### src/rtl/fc_mac_sequencer_pkg.sv
// Shared types, defaults and sign-magnitude helpers
// for the fully-connected MAC sequencer.
package fc_mac_sequencer_pkg;

    localparam int WIDTH_D  = 16;
    localparam int FRAC_D   = 10;
    localparam int ADDR_W_D = 10;
    localparam int ACC_W_D  = 32;

    localparam logic [WIDTH_D-1:0] SM_MAX = WIDTH_D'((1 << (WIDTH_D - 1)) - 1);

    typedef enum logic [1:0] {
        IDLE,
        RUN,
        DRAIN,
        FINISH
    } state_t;

    // Sign-magnitude word to sign-extended two's complement.
    function automatic logic signed [ACC_W_D-1:0] sm_to_tc(
        input logic [WIDTH_D-1:0] sm
    );
        logic signed [ACC_W_D-1:0] mag;
        mag = signed'({{(ACC_W_D-WIDTH_D+1){1'b0}}, sm[WIDTH_D-2:0]});
        return sm[WIDTH_D-1] ? -mag : mag;
    endfunction

    // Saturate to +/-SM_MAX and encode as sign-magnitude (zero -> 0x0000).
    function automatic logic [WIDTH_D-1:0] tc_sat_to_sm(
        input logic signed [ACC_W_D-1:0] v
    );
        logic signed [ACC_W_D-1:0] lim;
        logic signed [ACC_W_D-1:0] neg;
        lim = signed'({{(ACC_W_D-WIDTH_D+1){1'b0}}, SM_MAX[WIDTH_D-2:0]});
        neg = -v;
        if (v > lim) begin
            return {1'b0, SM_MAX[WIDTH_D-2:0]};
        end else if (v < -lim) begin
            return {1'b1, SM_MAX[WIDTH_D-2:0]};
        end else if (v < 0) begin
            return {1'b1, neg[WIDTH_D-2:0]};
        end else begin
            return {1'b0, v[WIDTH_D-2:0]};
        end
    endfunction

endpackage

### src/rtl/fixed_point_MUL.sv
// Combinational sign-magnitude fixed-point multiplier.
// Magnitude is truncated to WIDTH-1 bits, no saturation.
module fixed_point_MUL #(
    parameter int WIDTH = 16,
    parameter int FRAC  = 10
) (
    input  logic [WIDTH-1:0] a,
    input  logic [WIDTH-1:0] b,
    output logic [WIDTH-1:0] y
);

    logic [2*WIDTH-3:0] full;
    logic               unused_bits;

    assign full        = a[WIDTH-2:0] * b[WIDTH-2:0];
    assign y           = {a[WIDTH-1] ^ b[WIDTH-1], full[FRAC+WIDTH-2:FRAC]};
    assign unused_bits = ^{full[FRAC-1:0], full[2*WIDTH-3:FRAC+WIDTH-1]};

endmodule

### src/rtl/fc_mac_sequencer.sv
// Dot-product sequencer for one neuron: fetch, multiply,
// accumulate with bias, optional ReLU, saturate to sign-magnitude.
module fc_mac_sequencer
    import fc_mac_sequencer_pkg::*;
#(
    parameter int WIDTH  = WIDTH_D,
    parameter int FRAC   = FRAC_D,
    parameter int ADDR_W = ADDR_W_D,
    parameter int ACC_W  = ACC_W_D
) (
    input  logic              clk,
    input  logic              rst,
    input  logic              start,
    input  logic [ADDR_W-1:0] len,
    input  logic [ADDR_W-1:0] act_base,
    input  logic [ADDR_W-1:0] wgt_base,
    input  logic [WIDTH-1:0]  bias,
    input  logic              relu_en,
    output logic              mem_rd_en,
    output logic [ADDR_W-1:0] act_addr,
    output logic [ADDR_W-1:0] wgt_addr,
    input  logic [WIDTH-1:0]  act_data,
    input  logic [WIDTH-1:0]  wgt_data,
    output logic              busy,
    output logic              done,
    output logic [WIDTH-1:0]  result
);

    state_t                   state_q;
    state_t                   state_d;
    logic [ADDR_W-1:0]        len_q;
    logic [ADDR_W-1:0]        act_base_q;
    logic [ADDR_W-1:0]        wgt_base_q;
    logic [ADDR_W-1:0]        idx_q;
    logic                     relu_q;
    logic                     rd_valid_q;
    logic signed [ACC_W-1:0]  acc_q;
    logic [WIDTH-1:0]         prod;
    logic signed [ACC_W-1:0]  prod_tc;
    logic signed [ACC_W-1:0]  relu_v;

    fixed_point_MUL #(
        .WIDTH(WIDTH),
        .FRAC (FRAC)
    ) u_mul (
        .a(act_data),
        .b(wgt_data),
        .y(prod)
    );

    assign prod_tc  = sm_to_tc(prod);
    assign relu_v   = (relu_q && acc_q < 0) ? '0 : acc_q;
    assign busy     = (state_q != IDLE);
    assign act_addr = mem_rd_en ? act_base_q + idx_q : '0;
    assign wgt_addr = mem_rd_en ? wgt_base_q + idx_q : '0;

    // State register.
    always_ff @(posedge clk) begin
        if (rst) begin
            state_q <= IDLE;
        end else begin
            state_q <= state_d;
        end
    end

    // Next-state and read-strobe decode.
    always_comb begin
        state_d   = state_q;
        mem_rd_en = 1'b0;
        unique case (state_q)
            IDLE: begin
                if (start) begin
                    state_d = (len == '0) ? FINISH : RUN;
                end
            end
            RUN: begin
                mem_rd_en = 1'b1;
                if (idx_q == len_q - ADDR_W'(1)) begin
                    state_d = DRAIN;
                end
            end
            DRAIN:   state_d = FINISH;
            FINISH:  state_d = IDLE;
            default: state_d = IDLE;
        endcase
    end

    // Operand latch, index counter, accumulator and result register.
    always_ff @(posedge clk) begin
        if (rst) begin
            len_q      <= '0;
            act_base_q <= '0;
            wgt_base_q <= '0;
            relu_q     <= 1'b0;
            idx_q      <= '0;
            acc_q      <= '0;
            rd_valid_q <= 1'b0;
            done       <= 1'b0;
            result     <= '0;
        end else begin
            rd_valid_q <= mem_rd_en;
            done       <= (state_q == FINISH);
            if (state_q == IDLE && start) begin
                len_q      <= len;
                act_base_q <= act_base;
                wgt_base_q <= wgt_base;
                relu_q     <= relu_en;
                idx_q      <= '0;
                acc_q      <= sm_to_tc(bias);
            end else if (rd_valid_q) begin
                acc_q <= acc_q + prod_tc;
            end
            if (state_q == RUN) begin
                idx_q <= idx_q + ADDR_W'(1);
            end
            if (state_q == FINISH) begin
                result <= tc_sat_to_sm(relu_v);
            end
        end
    end

endmodule

### config.mk
export PLATFORM = sky130hd
export DESIGN_NAME = fc_mac_sequencer
export DESIGN_NICKNAME = d
export VERILOG_FILES = /design/src/rtl/fc_mac_sequencer_pkg.sv /design/src/rtl/fixed_point_MUL.sv /design/src/rtl/fc_mac_sequencer.sv
export SDC_FILE = /design/constraint.sdc
export NUM_CORES = 1
export LEC_CHECK = 0
export ABC_AREA = 1
export BUFFER_PORTS_ARGS = -buffer_cell sky130_fd_sc_hd__clkbuf_2
export CAP_MARGIN = 25
export CORE_MARGIN = 8
export CORE_UTILIZATION = 35
export DETAILED_ROUTE_END_ITERATION = 10
export PLACE_DENSITY = 0.47
export RECOVER_POWER = 50
export SYNTH_ARGS = -nofsm -noshare
export SYNTH_HDL_FRONTEND = slang
export SYNTH_HIERARCHICAL = 1
export SYNTH_SLANG_ARGS = --single-unit
export TNS_END_PERCENT = 1
### constraint.sdc
create_clock -name clk -period 16.65 [get_ports clk]
set_input_delay 4.995 -clock clk [delete_from_list [all_inputs] [get_ports clk]]
set_output_delay 4.995 -clock clk [all_outputs]
set_load 0.03 [all_outputs]
==> impl_metrics.tcl, run 1 <==
set metrics [dict create \
    grt_pass1_vias 14677 \
    postCtsHoldBufs 0 \
    synth_edf_count 0 \
    crit_path_start_kind "primary input" \
    route.detailed.drc 0 \
    num_io_pins 121 \
    synth_flop_cell "dfxtp_1" \
    fp.dieH_um 225 \
    synthToLayoutAreaGrowth_pct 8.84 \
    cp_num_buf_inv 9 \
    rows 76 \
    cts_tree "built" \
    grt-ovfl-total 0 \
    cpPeakStageDelay_ns 0.54 \
    synthTopCellsByArea "fa_1, nand2_1, dfxtp_1" \
    yosysSeqAreaShare 0.122 \
    cts.sinks 93 \
    dr.pass1.iters 5 \
    die_w_um 225 \
    hpwl_mm 40.6 \
    clockBufferDepth 2 \
    insertion_delay_ns 0.37 \
    fin_area_um2 16700 \
    root_buffer "clkbuf_16" \
    rsz0062_at_grt "no" \
    via_count 14761 \
    cap_violations 3 \
    cp-end-kind "flop" \
    yosysWarnings 6 \
    slew_headroom -1.24 \
    tns_ns 0 \
    hold_path_class "flop to flop" \
    critPathTopFamily "adder cells" \
    routed_wirelength_mm 50.0 \
    postSynthAreaPerCell_um2 6.51 \
    fmax_mhz 77.2 \
    synthesis.nets 2725 \
    antenna_found_initial 0 \
    dpl_cell_area_um2 16400 \
    wl_per_cell_um 16.6 \
    track_usage 0.201 \
    h-tree-depth 3 \
    grt_max_degree 68 \
    run_status "complete, but fails checks" \
    crit_arrival_ns 13.23 \
    routed_via_density 4.90 \
    violations "capacitance limit, slew limit" \
    gp_congestion 0.858 \
    fin_crit_ns 12.95 \
    yosysTopAreaCellShare 0.210 \
    syn_inst 2353 \
    ys_async_sr_fraction 0 \
    synth_cell_types 46 \
    cts_resized 0 \
    coreArea_um2 43200 \
    layout-drive-gt1-share 0.0647 \
    syn-cell-area_um2 15300 \
    tightestPinTransition_ns 3.35 \
    cp.required_ns 16.94 \
    fin_nets 2793 \
    cp_slowest_cell "fa_1" \
    cts_made_buffers 9 \
    cp_common_cell "nand2_1" \
    critical_path_class "primary input to flop" \
    clkSlewWorstSetupHoldPaths_ns 0.07 \
    ys_ff_latch 93 \
    port_buffers 120 \
    drtIter0Drc 1097 \
    synth_top_area_cell "fa_1" \
    worst-path-max-fanout 15 \
    die_area_um2 50700 \
    grt_pass1_wl_mm 81.4 \
    drv_slew 180 \
    initial_utilization 0.355 \
    post_cts_buffers 0 \
    skew_ns 0.00984 \
    synth.top_cells.by_count "nand2_1, inv_1, nor2_1" \
    ant_nets 0 \
    hold_viol_final 0 \
    synth.most_common_cell "nand2_1" \
    finalSetupViolations 0 \
    diodes 0 \
    fin_crit_sh 0.778 \
]
-- tightest hold or removal path, delay by kind of cell, from the launching register on --
kind	cells	cell delay (ns)
flops	1	0.31
simple gates	1	0.07
compound gates	1	0.06
-- final timing paths --
path | from | to | slack [ns] | cells past startpoint
max | act_data[5] | acc_q[31]$_SDFFE_PP0P_ | 3.70 | 41
min | result[15]$_SDFFE_PP0P_ | result[15]$_SDFFE_PP0P_ | 0.48 | 2
max reg2reg | state_q[0]$_SDFFE_PP0P_ | idx_q[4]$_SDFFE_PP0P_ | 12.46 | 8
min reg2reg | result[15]$_SDFFE_PP0P_ | result[15]$_SDFFE_PP0P_ | 0.48 | 2
-- routing by layer --
layer / routed length (um) / track usage
met5: 0 / 0
met4: 442 / 0.0254
met3: 2370 / 0.0293
met2: 21800 / 0.314
met1: 25400 / 0.298
-- sequential cells by signal (all words and copies together), names as in the netlist --
name        cells
len_q          10
wgt_base_q     10
done            1
rd_valid_q      1
state_q         2
result         16
acc_q          32
act_base_q     10
relu_q          1
idx_q          10
-- layout make-up --
| type | count | area, um2 |
|---|---|---|
| fillers | 4733 | 26500 |
| well taps | 585 | 732 |
| clock buffers | 10 | 229 |
| repair buffers | 125 | 608 |
| clock inverters | 5 | 60.1 |
| flip-flops and latches | 93 | 1860 |
| inverters | 504 | 1890 |
| multi-input cells | 1688 | 11300 |
-- cell families after synthesis --
group / Yosys count / share of synthesized area
adders and majority gates: 290 / 0.316
and+or+nand+nor: 977 / 0.263
AOI/OAI and AO/OA: 378 / 0.133
muxes: 1 / 0.000654
DFF: 93 / 0.122
buffers and inverters: 572 / 0.142
xor gates and xnor gates: 42 / 0.0240
-- metrics by stage --
stage | util | std cells | worst slack [ns] | hold WS, ns
3_5_place_dp | 0.380 | 2994 | 3.40 | 0.471
2_1_floorplan | - | 2353 | 4.49 | 0.448
4_1_cts | 0.387 | 3009 | 3.78 | 0.486
5_1_grt | 0.386 | 3010 | 2.93 | 0.507
6_report | 0.386 | 3010 | 3.70 | 0.479
3_3_place_gp | 0.380 | 2994 | 3.61 | 0.467
-- cell usage in the layout, fill, tap and decap left out, types with 4 or more instances in the layout --
cell type,n
nand2_1,580
inv_1,496
nor2_1,200
a21oi_1,164
fa_1,161
o21ai_0,157
ha_1,129
nand3_1,115
clkbuf_2,102
dfxtp_1,93
xor2_1,32
nand4_1,21
clkbuf_1,21
nor3_1,18
nand2_2,12
xnor2_1,10
nand3b_1,9
clkbuf_16,9
o21bai_1,8
a31oi_1,7
o211ai_1,6
o21ai_2,6
inv_2,5
a221oi_1,5
nor4_1,5
o21a_1,5
or2_2,5
a211oi_1,4
Power of run 1 is left out: the tool's default activity adds up to more than one toggle a clock period on the data nets, which glitch-free logic cannot reach.
==> run 2: changes to the inputs <==
Settings changed: ABC_AREA 1 to 0, PLACE_DENSITY 0.47 to 0.49.
Clock period 16.65 ns to 11.58 ns, I/O delays scaled along.
==> impl_metrics.tcl, run 2 <==
set metrics [dict create \
    insertion_delay_ns 0.34 \
    grt_pass1_vias 12451 \
    final_common_cell "inv_1" \
    fin_nets 2300 \
    cts.sinks 93 \
    track_usage 0.162 \
    yosysSeqAreaShare 0.133 \
    cp-end-kind "flop" \
    synth_flop_cell "dfxtp_1" \
    fmax_mhz 88.0 \
    rr_startpoint "relu_q$_SDFFE_PP0P_" \
    crit_arrival_ns 11.60 \
    root_buffer "clkbuf_16" \
    worst-path-max-fanout 5 \
    diodes 0 \
    ant_nets 0 \
    r2r-end "result[6]$_SDFFE_PP0P_" \
    hpwl_mm 31.1 \
    synthToLayoutAreaGrowth_pct 19.1 \
    rows 73 \
    syn-cell-area_um2 13900 \
    critPathTopFamily "adder cells" \
    coreArea_um2 39500 \
    layout-drive-gt1-share 0.173 \
    synth_cell_types 74 \
    num_io_pins 121 \
    reg_top3 "acc_q x32, result x16" \
    skew_ns 0.00743 \
    wl_per_cell_um 15.5 \
    grt-ovfl-total 0 \
    antenna_found_initial 0 \
    clkSlewWorstSetupHoldPaths_ns 0.06 \
    postSynthAreaPerCell_um2 8.12 \
    grt_pass1_wl_mm 63.4 \
    via_count 11990 \
    synth_top_area_cell "fa_1" \
    rsz0062_at_grt "yes" \
    largest_reg_flops 32 \
    h-tree-depth 3 \
    cpPeakStageDelay_ns 0.59 \
    seqCellArea_um2 1860 \
    synth.top_cells.by_count "inv_1, nand2_1, fa_1" \
    hold_start "wgt_base_q[5]$_SDFFE_PP0P_" \
    yosysTopAreaCellShare 0.231 \
    synthesis.nets 2090 \
    die_w_um 216 \
    critical_path_class "primary input to flop" \
    routed_wirelength_mm 38.0 \
    cap_violations 0 \
    r2r_slack_ns 8.03 \
    cts_tree "built" \
    grt_max_degree 96 \
    holdPathEnd "wgt_base_q[5]$_SDFFE_PP0P_" \
    synthTopCellsByArea "fa_1, dfxtp_1, ha_1" \
    slew_headroom 0.353 \
    dr.pass1.iters 5 \
    cp_slowest_cell "or4_4" \
    largest_register "acc_q" \
    multiInputGateArea_um2 11200 \
    crit_path_start_kind "primary input" \
    clockBufferDepth 2 \
    cts_made_buffers 9 \
    hold_path_class "flop to flop" \
    syn_inst 1718 \
    mostFrequentLayoutCells "inv_1, nand2_1, fa_1, buf_4, and2_1" \
    ys_async_sr_fraction 0 \
    finalSetupViolations 0 \
    gp_congestion 0.870 \
    tightestPinTransition_ns 0.965 \
    drtIter0Drc 523 \
    drv_slew 0 \
    route.detailed.drc 0 \
    fp.dieH_um 216 \
    worstHoldPathCells 2 \
    cp.required_ns 11.81 \
    cp_num_buf_inv 6 \
    hold_viol_final 0 \
    synth_edf_count 0 \
    ys_ff_latch 93 \
    placed_cells 2438 \
    final_util 0.420 \
    fin_crit_ns 11.37 \
    layoutNonFillerInstCount 2455 \
    run_status "finished clean" \
    rr_worst_depth 12 \
    die_area_um2 46500 \
    yosysWarnings 6 \
    fill_cells 4084 \
    cp_common_cell "fa_1" \
    initial_utilization 0.353 \
    fin_crit_sh 0.982 \
    port_buffers 120 \
    routed_via_density 4.88 \
]
==> run 2: cell count changes after synthesis, moves of 101 or more <==
cell	change
nand3_1	-104
o21ai_0	-131
nor2_1	-101
inv_1	-282
and2_1	+146
nand2_1	-367
==> run 2: final cells by class <==
class,instances,share of cell area
well taps,525,0.0396
clock inverters,1,0.000452
clock buffers,12,0.0160
inverters,217,0.0490
repair buffers,275,0.108
flip-flops and latches,93,0.112
multi-input cells,1332,0.675
==> run 2: how the worst max path moves through the flow <==
stage / from / end / slack (ns) / depth (start not counted)
floorplan: wgt_data[5] / acc_q[31]$_SDFFE_PP0P_ / 0.005 / 34
global placement: wgt_data[0] / acc_q[31]$_SDFFE_PP0P_ / -0.33 / 38
detailed placement: wgt_data[0] / acc_q[31]$_SDFFE_PP0P_ / -0.39 / 38
CTS: wgt_data[0] / acc_q[31]$_SDFFE_PP0P_ / 0.02 / 38
global route: wgt_data[4] / acc_q[27]$_SDFFE_PP0P_ / -0.15 / 37
finish: act_data[6] / acc_q[27]$_SDFFE_PP0P_ / 0.21 / 35
==> run 2: worst register-to-register path, stage by stage, from the launching register on <==
cell     delay, ns
dfxtp_1       0.62
nand2_1       0.35
nand2_1       0.21
ha_1          0.29
nand2_1       0.15
a211o_1       0.34
a21oi_1       0.13
or4_1         0.12
ha_1          0.28
nor2_1        0.53
o21ai_0       0.18
a21oi_1       0.17
nor3_1        0.07
==> run 2: timing repair <==
item	4_1_cts	5_1_grt
buffers inserted	0	3
hold buffers	0	0
setup endpoints to repair	1	19
gates resized for setup	1	41
pin swaps	0	30
==> run 2: metal layers <==
metal  up-vias  track usage  routed length [um]
li1       6069            -                   -
met1      5762        0.221               18700
met2       144        0.278               18100
met3        15       0.0171                 986
met4         0       0.0254                 295
met5         -            0                   0
==> run 2: through the flow <==
stage	instance area, um2	TNS [ns]	hold WS, ns	setup slack [ns]
3_5_place_dp	16200	-3.30	0.455	-0.391
5_1_grt	16600	-1.16	0.483	-0.150
3_3_place_gp	16100	-2.81	0.451	-0.325
6_report	16600	0	0.462	0.211
2_1_floorplan	14100	0	0.441	0.00523
4_1_cts	16400	0	0.465	0.0211
==> run 2: logic make-up after synthesis <==
kind of cell,after synthesis,share of synthesized area
xor+xnor,101,0.0640
simple gates,601,0.216
mux,22,0.0161
fa+ha+maj,290,0.347
flops,93,0.133
compound gates,318,0.145
buf+inv,293,0.0791
Power of run 2 is left out for the same reason.
==> run 3: changes to the inputs <==
Settings changed: ABC_AREA 0 to 1, SKIP_LAST_GASP from default to 1.
==> impl_metrics.tcl, run 3 (synthesis results as in run 1) <==
set metrics [dict create \
    postCtsHoldBufs 0 \
    fin_area_um2 16900 \
    critical_path_class "primary input to flop" \
    via_count 15155 \
    grt_pass1_vias 14853 \
    clockBufferDepth 2 \
    coreArea_um2 43200 \
    r2r-end "result[8]$_SDFFE_PP0P_" \
    dr.pass1.iters 5 \
    placed_cells 3024 \
    slew_headroom -1.34 \
    clkSlewWorstSetupHoldPaths_ns 0.07 \
    wl_per_cell_um 16.6 \
    die_w_um 225 \
    grt_pass1_wl_mm 81.8 \
    run_status "complete, but fails checks" \
    fmax_mhz 90.2 \
    fin_crit_sh 0.958 \
    worst-path-max-fanout 9 \
    cts_tree "built" \
    routed_via_density 4.98 \
    drv_slew 81 \
    fin_nets 2823 \
    dpl_cell_area_um2 16600 \
    rows 76 \
    mostFrequentLayoutCells "nand2_1, inv_1, nor2_1, fa_1, a21oi_1" \
    cts_made_buffers 9 \
    insertion_delay_ns 0.36 \
    largest_reg_flops 32 \
    r2r_slack_ns 7.51 \
    worstHoldPathCells 2 \
    cap_violations 1 \
    tns_ns 0 \
    drtIter0Drc 1142 \
    cp-end-kind "flop" \
    crit_arrival_ns 11.38 \
    layoutNonFillerInstCount 3042 \
    cp.required_ns 11.87 \
    h-tree-depth 3 \
    final_common_cell "nand2_1" \
    root_buffer "clkbuf_16" \
    rr_startpoint "acc_q[31]$_SDFFE_PP0P_" \
    ant_nets 0 \
    crit_path_start_kind "primary input" \
    hold_viol_final 0 \
    layout-drive-gt1-share 0.0806 \
    die_area_um2 50700 \
    routed_wirelength_mm 50.6 \
    skew_ns 0.00772 \
    route.detailed.drc 0 \
    hold_start "result[15]$_SDFFE_PP0P_" \
    rr_worst_depth 16 \
    holdPathEnd "result[15]$_SDFFE_PP0P_" \
    grt_max_degree 81 \
    cpPeakStageDelay_ns 0.55 \
    hold_path_class "flop to flop" \
    cp_slowest_cell "fa_1" \
    synthToLayoutAreaGrowth_pct 10.4 \
    reg_top3 "acc_q x32, result x16" \
    cp_common_cell "nand2_1" \
    port_buffers 120 \
    initial_utilization 0.355 \
    num_io_pins 121 \
    antenna_found_initial 1 \
    track_usage 0.203 \
    cts.sinks 93 \
    fin_crit_ns 11.09 \
    hpwl_mm 42.0 \
    violations "capacitance limit, slew limit" \
    largest_register "acc_q" \
    finalSetupViolations 0 \
    tightestPinTransition_ns 3.51 \
    gp_congestion 0.900 \
    fp.dieH_um 225 \
    grt-ovfl-total 0 \
]
-- run 3: cell count changes in the layout (fill, tap and decap cells not counted), sizes merged, moves of 51 or more --
cell	change
buf	-125
and2	-146
nand2	+379
inv	+285
a21oi	+51
nand3	+104
nor2	+103
xnor2	-60
o21ai	+114
-- run 3: through the flow --
stage	util	hold WS [ns]	setup WS, ns
4_1_cts	0.392	0.474	0.421
2_1_floorplan	-	0.448	0.941
5_1_grt	0.392	0.495	-0.00453
3_3_place_gp	0.385	0.461	0.124
3_5_place_dp	0.385	0.462	0.0557
6_report	0.392	0.468	0.488
-- run 3: cell type report --
| type | count | area (um2) |
|---|---|---|
| fillers | 4859 | 26300 |
| well taps | 585 | 732 |
| diodes | 1 | 2.50 |
| multi-input cells | 1688 | 11300 |
| flip-flops and latches | 93 | 1860 |
| repair buffers | 155 | 837 |
| clock buffers | 9 | 225 |
| inverters | 504 | 1890 |
| clock inverters | 7 | 50.0 |
-- run 3: timing repair --
action	4_1_cts	5_1_grt
resized for setup	0	9
setup buffers	0	0
endpoints found under the setup margin	0	15
-- run 3: worst max-delay path, delay by kind of cell --
kind	cells	cell delay, ns
AOI/OAI and AO/OA	3	0.36
xor gates and xnor gates	1	0.20
adders and majority gates	9	4.12
buffers and inverters	9	0.89
and+or+nand+nor	18	2.33
-- run 3: worst max path at each step --
stage | end | slack [ns] | cells after the start | from
final | acc_q[31]$_SDFFE_PP0P_ | 0.49 | 40 | wgt_data[5]
after global routing | acc_q[31]$_SDFFE_PP0P_ | -0.005 | 38 | wgt_data[5]
after CTS | acc_q[17]$_SDFFE_PP0P_ | 0.42 | 38 | act_data[7]
after detailed placement | acc_q[25]$_SDFFE_PP0P_ | 0.06 | 40 | act_data[7]
after global placement | acc_q[31]$_SDFFE_PP0P_ | 0.12 | 37 | wgt_data[5]
after floorplan | acc_q[15]$_SDFFE_PP0P_ | 0.94 | 38 | wgt_data[4]
-- run 3: metal layers --
layer	wire, um	track usage
met2	22800	0.326
met5	0	0
met1	24200	0.290
met4	550	0.0296
met3	2980	0.0299
Power of run 3 is left out for the same reason.
